$ cat src/rtl/trk_code_car_nco.sv
// trk_code_car_nco: carrier and code NCO pair producing chip/half-chip strobes and PRN epoch pulses.
// Loop-filter FCWs take effect only at epoch wrap so each integration runs at a constant rate.
module trk_code_car_nco #(
  parameter int          CODE_LEN     = 2046,
  parameter logic [31:0] INIT_PRN_FCW = 32'h0,
  parameter logic [31:0] INIT_CAR_FCW = 32'h0
) (
  input  logic        rx_clk,
  input  logic        rx_rst_n,
  input  logic        trk_en,
  input  logic [31:0] tx_prn_fcw,
  input  logic [31:0] tx_car_fcw,
  input  logic        fcw_load,
  input  logic [10:0] chip_init,
  output logic [31:0] car_phase,
  output logic [31:0] code_phase,
  output logic [10:0] code_chip,
  output logic        chip_strobe,
  output logic        half_chip_strobe,
  output logic        rx_prn_sop,
  output logic [15:0] epoch_cnt,
  output logic [31:0] prn_fcw_act,
  output logic [31:0] car_fcw_act
);
  localparam logic [10:0] LAST = 11'(CODE_LEN - 1);
  logic [32:0] code_sum;
  logic        carry;
  logic        wrap;
  logic        half;
  always_comb begin
    code_sum = {1'b0, code_phase} + {1'b0, prn_fcw_act};
    carry    = code_sum[32];
    wrap     = carry && code_chip == LAST;
    half     = !carry && !code_phase[31] && code_sum[31];
  end
  always_ff @(posedge rx_clk) begin
    if (!rx_rst_n) begin
      car_phase        <= '0;
      code_phase       <= '0;
      code_chip        <= '0;
      chip_strobe      <= 1'b0;
      half_chip_strobe <= 1'b0;
      rx_prn_sop       <= 1'b0;
      epoch_cnt        <= '0;
      prn_fcw_act      <= INIT_PRN_FCW;
      car_fcw_act      <= INIT_CAR_FCW;
    end else if (fcw_load) begin
      car_phase        <= '0;
      code_phase       <= '0;
      code_chip        <= chip_init <= LAST ? chip_init : '0;
      chip_strobe      <= 1'b0;
      half_chip_strobe <= 1'b0;
      rx_prn_sop       <= 1'b0;
      epoch_cnt        <= '0;
      prn_fcw_act      <= tx_prn_fcw;
      car_fcw_act      <= tx_car_fcw;
    end else if (trk_en) begin
      car_phase        <= car_phase + car_fcw_act;
      code_phase       <= code_sum[31:0];
      code_chip        <= carry ? (wrap ? '0 : code_chip + 11'd1) : code_chip;
      chip_strobe      <= carry;
      half_chip_strobe <= half;
      rx_prn_sop       <= wrap;
      // new loop-filter words are latched only on the epoch wrap
      if (wrap) begin
        epoch_cnt   <= epoch_cnt + 16'd1;
        prn_fcw_act <= tx_prn_fcw;
        car_fcw_act <= tx_car_fcw;
      end
    end else begin
      chip_strobe      <= 1'b0;
      half_chip_strobe <= 1'b0;
      rx_prn_sop       <= 1'b0;
    end
  end
endmodule

$ cat config.mk
export PLATFORM = sky130hd
export DESIGN_NAME = trk_code_car_nco
export DESIGN_NICKNAME = d
export VERILOG_FILES = /design/src/rtl/trk_code_car_nco.sv
export SDC_FILE = /design/constraint.sdc
export NUM_CORES = 1
export LEC_CHECK = 0
export ABC_AREA = 1
export CAP_MARGIN = 20
export CORE_ASPECT_RATIO = 0.75
export CORE_UTILIZATION = 50
export CTS_BUF_LIST = sky130_fd_sc_hd__clkbuf_4
export CTS_CLUSTER_SIZE = 16
export DETAILED_ROUTE_END_ITERATION = 7
export HOLD_SLACK_MARGIN = 0.05
export PLACE_DENSITY_LB_ADDON = 0.12
export SYNTH_ARGS = -nofsm -noshare
export SYNTH_HDL_FRONTEND = slang
export SYNTH_SLANG_ARGS = --single-unit
$ cat constraint.sdc
create_clock -name rx_clk -period 3.8 [get_ports rx_clk]
set_clock_uncertainty 0.05 [all_clocks]
set_input_delay 0.76 -clock rx_clk [delete_from_list [all_inputs] [get_ports rx_clk]]
set_output_delay 0.76 -clock rx_clk [all_outputs]
set_load 0.01 [all_outputs]
; Word level (Yosys, flattened, before mapping)
; Index checks and enable logic that the tools add are counted.
[classes]
add_sub_neg = 4
n_mul = 0
div = 0
order_cmp = 1
n_eq_ne = 1
shift = 0
n_mux = 11
bitwise_logic = 2
reduce_logical = 13
[op_table]
columns = operator, n
row1 = 2-to-1 mux 32 bit, 6
row2 = 2-to-1 mux 11 bit, 5
row3 = adder 32 x 32 -> 33 bit, 1
row4 = adder 32 bit, 1
row5 = adder 16 x 1 -> 16 bit (second input constant), 1
row6 = adder 11 x 1 -> 11 bit (second input constant), 1
row7 = equality test 11 bit (second input constant), 1
row8 = less-or-equal comparator 11 bit (second input constant), 1
row9 = AND reduction 2 bit, 3
row10 = nonzero test 2 bit, 3
row11 = logical AND 1 bit, 3
row12 = OR reduction 3 bit, 1
row13 = logical NOT 1 bit, 2
row14 = NOT 1 bit, 2
row15 = OR reduction 2 bit, 1
[word_totals]
regBits = 158
latch_bits = 0
mem_bits_rw = 0
romBits = 0
mem_count = 0

; Longest topological paths before layout
[logic_depth]
ltp_word = 6
mapped_depth = 16
mapped_depth_nobuf = 14

; Worst setup path before layout
; No wires, ideal clock.
[synth_timing]
path_kind = reg-to-reg
start = register code_phase[0]
end = register prn_fcw_act[25]
setup_ns = 0.115
arrival_time_ns = 2.051
required_time_ns = 3.635
path_slack_ns = 1.584
stages_incl_launch_ff = 17
n_path_buf = 2
cell_sequence = dfxtp_1 -> ha_1 -> fa_1 -> nand2_1 -> nand2_2 -> nand3_2 -> nand2_2 -> nand2_2 -> nand2_4 -> nand2_4 -> nand2_4 -> nand3_2 -> buf_6 -> buf_6 -> nand3_1 -> nand2_1 -> nor2_1
[synth_via]
elab_chain_len = 4
[synth_rtl]
columns = item, line
row1 = "start, declared", 16  ; output logic [31:0] code_phase,
row2 = "start signal, assigned", 59  ; code_phase <= code_sum[31:0];
row3 = adder 32 x 32 -> 33 bit, 31  ; code_sum = {1'b0, code_phase} + {1'b0, prn_fcw_act};
row4 = logical AND 1 bit, 33  ; wrap = carry && code_chip == LAST;
row5 = nonzero test 2 bit (no source line), -
row6 = AND reduction 2 bit (no source line), -
row7 = "end signal, assigned", 55  ; prn_fcw_act <= tx_prn_fcw;
row8 = "end signal, assigned", 67  ; prn_fcw_act <= tx_prn_fcw;
row9 = "end, declared", 22  ; output logic [31:0] prn_fcw_act,
; No other way between the ends.
; A chain may end at the register's enable or synchronous reset.

; Worst setup path in the final report
[layout_timing]
start = register code_phase[0]
end = register prn_fcw_act[10]
; The elaborated chain is that of the path after synthesis.

==> results.cfg <==
[run_status]
status = finished clean

[die]
core_um2 = 22100
rows = 47
die_h_um = 132
die_w_um = 176
die-area_um2 = 23200
start_util_pct = 51.1
io_pins = 237

[cells_and_area]
nets = 2178
final_cell_mix = nand2_1 (424), nor2_1 (283), inv_1 (255), clkdlybuf4s50_1 (234), nand3_1 (188)
mostFrequentLayoutCell = nand2_1
register_area_um2 = 3160
syn2layout_area_growth_pct = 24.2
fill_cells = 2133
instances_no_fill = 2339
drive_gt1_share_pct = 3.52
multi_input_area_um2 = 6800

[placed_design]
gp_congestion = 1.00
dp_cells = 2306
dp_hpwl_um = 27600
portBuffers = 236

[cts]
path_clk_slew_ns = 0.14
hold_buffers = 0
cts_repair_resize_count = 0
cts_sinks = 158
clock-root-buffer = clkbuf_4
clockBufferDepth = 2
numCtsBuffers = 17
cts_setup_buffers = 0
h-tree-depth = 4
insertion_delay_ns = 0.60
cts_tree = built

[pwr]
p_switching_mw = 1.31
power.density_nw_per_um2 = 273
p_sw_share_pct = 34.3
power.leakage_nw = 6.79
power_mw = 3.83
seqPwrFrac_pct = 48.1
combPwrFrac_pct = 24.4
peakVddDrop_v = 0.000186
clock_power_share_pct = 27.5
p_int_mw = 2.52

[routing]
wl_um = 36100
viasPerCell = 5.31
drt_iter0_drc = 1055
vias = 12410
wl_per_cell_um = 15.4
drc = 0
ant_nets = 0
dr.pass1.iters = 6

[critical_path]
reg2reg_slack_ns = 0.71
crit_chain = ha_1 -> fa_1 -> nand2_1 -> nand2_2 -> nand3_2 -> nand2_2 -> nand2_2 -> nand2_4 -> nand2_4 -> nand2_4 -> nand3_4 -> buf_12 -> nand3_1 -> nand2_1 -> nor2_1
end_kind = flip-flop
slowest_stage = fa_1
critPathArrivalTime_ns = 3.52
rr_worst_depth = 15
reg2reg_from = code_phase[0]
cp.required_ns = 4.23
crit_type = reg2reg
cp-startpoint = code_phase[0]
max_stage_delay_ns = 0.45
crit_path_end = prn_fcw_act[10]
cp-start-kind = flip-flop
cp_max_fo = 61
r2r-end = prn_fcw_act[10]

[synth]
yosys_register_bits = 158
synth_top_area_cell = dfxtp_1
syn_nets = 1982
synth_cells = 1835
syn_avg_cell_area_um2 = 6.16
async_reset_ff_share_pct = 0
syn-cell-area_um2 = 11300
synth_top_cell_area_share_pct = 28.0
synth_edf_count = 0
yosysSeqAreaShare_pct = 28.0
ys_warn_count = 0
synth_area_leaders = dfxtp_1 (28%), nand2_1 (14%), nor2_1 (9.4%), inv_1 (8.5%), nand3_1 (8.3%)
netlist-cell-type-count = 40
synth_flop_cell = dfxtp_1

[grt]
grt_max_degree = 153
use_met1_pct = 48.2
top_usage_layer = met1
gr-total-overflow = 0
use_met2_pct = 43.4
first_global_vias = 11001
grt_pass1_wl_um = 58000
grtUsageTotal_pct = 31.2
met3_usage_pct = 7.70
antenna_found_initial = 5

[timing]
tightestPinTransition_ns = 0.847
period_needed_ns = 3.09
hold_violations = 0
fmax_mhz = 324
rsz0062_at_grt = false
finalCritPeriodShare_pct = 81.3
finalSetupTns_ns = 0
drv_slew = 0
finalSetupViolations = 0
relSlewSlack_pct = 43.3

[run]
drv_cap = 0

[hold_path]
hold_class = reg2reg
## logic make-up after synthesis
logic type,after synthesis,share of synthesized area [%]
xor gates and xnor gates,40,3.10
buffers and inverters,326,11.9
and+or+nand+nor,985,37.0
AOI/OAI and AO/OA,258,12.3
adders and majority gates,68,7.66
DFF,158,28.0
## per-layer routing
metal	routed length [µm]	up-vias
met2	14300	475
li1	-	6278
met1	18200	5617
met5	43	-
met3	3220	34
met4	393	6
## flip-flops by register name, summed over array words and instances, names as in the netlist
register,count
epoch_cnt,16
rx_prn_sop,1
code_phase,32
prn_fcw_act,32
car_phase,32
code_chip,11
chip_strobe,1
car_fcw_act,32
half_chip_strobe,1
## critical path, delay by kind of cell, from the launching register on
kind | cells | cell delay, ns
buf+inv | 1 | 0.31
simple gates | 12 | 1.53
fa+ha+maj | 2 | 0.70
flops | 1 | 0.35
## final cells by class
type / instances / area share [%]
Antenna cell: 1 / 0.0178
Clock buffer: 17 / 0.910
Clock inverter: 15 / 1.05
Inverter: 258 / 6.92
Multi-Input combinational cell: 1351 / 48.5
Sequential cell: 158 / 22.5
Tap cell: 294 / 2.62
Timing Repair Buffer: 245 / 17.4
## synth_stat cells (5+ instances only)
library cell,count
a21oi_1,162
o21ai_0,62
ha_1,66
clkbuf_1,31
o21bai_1,10
nor4_1,5
xnor2_1,10
nand3b_1,8
a21o_1,7
nand2_2,6
nor2_1,283
nand2_1,425
dfxtp_1,158
nor3_1,18
nand3_1,188
nand4_1,29
or2_2,6
buf_6,13
buf_4,5
buf_1,16
a32o_1,5
inv_1,255
xor2_1,30
## power groups by stage
stage	registers [mW]	logic, mW	clock network, mW
2_1_floorplan	1.88	0.503	0
3_3_place_gp	1.87	0.910	0
3_5_place_dp	1.88	0.925	0
4_1_cts	1.84	0.930	1.07
5_1_grt	1.85	1.04	1.14
6_report	1.84	0.935	1.05
## worst min-delay path by stage
stage,slack [ns],end,startpoint,cells past startpoint
2_1_floorplan,0.45,car_phase[0],car_phase[0],2
3_3_place_gp,0.43,epoch_cnt[15],epoch_cnt[15],2
3_5_place_dp,0.44,code_phase[5],code_phase[5],1
4_1_cts,0.47,epoch_cnt[15],epoch_cnt[15],2
5_1_grt,0.49,epoch_cnt[11],epoch_cnt[11],2
6_report,0.47,code_phase[5],code_phase[5],1
## metrics by stage
stage | cell area, µm² | hold WS (ns) | setup slack, ns | utilization, %
after floorplan | 11300 | 0.452 | 1.58 | -
after global placement | 13700 | 0.430 | 0.834 | 62.2
after detailed placement | 13700 | 0.440 | 0.758 | 62.2
after CTS | 14000 | 0.471 | 0.731 | 63.4
after global routing | 14000 | 0.487 | 0.458 | 63.4
final | 14000 | 0.467 | 0.712 | 63.4
No activity file was read; power rests on OpenSTA's default activity.
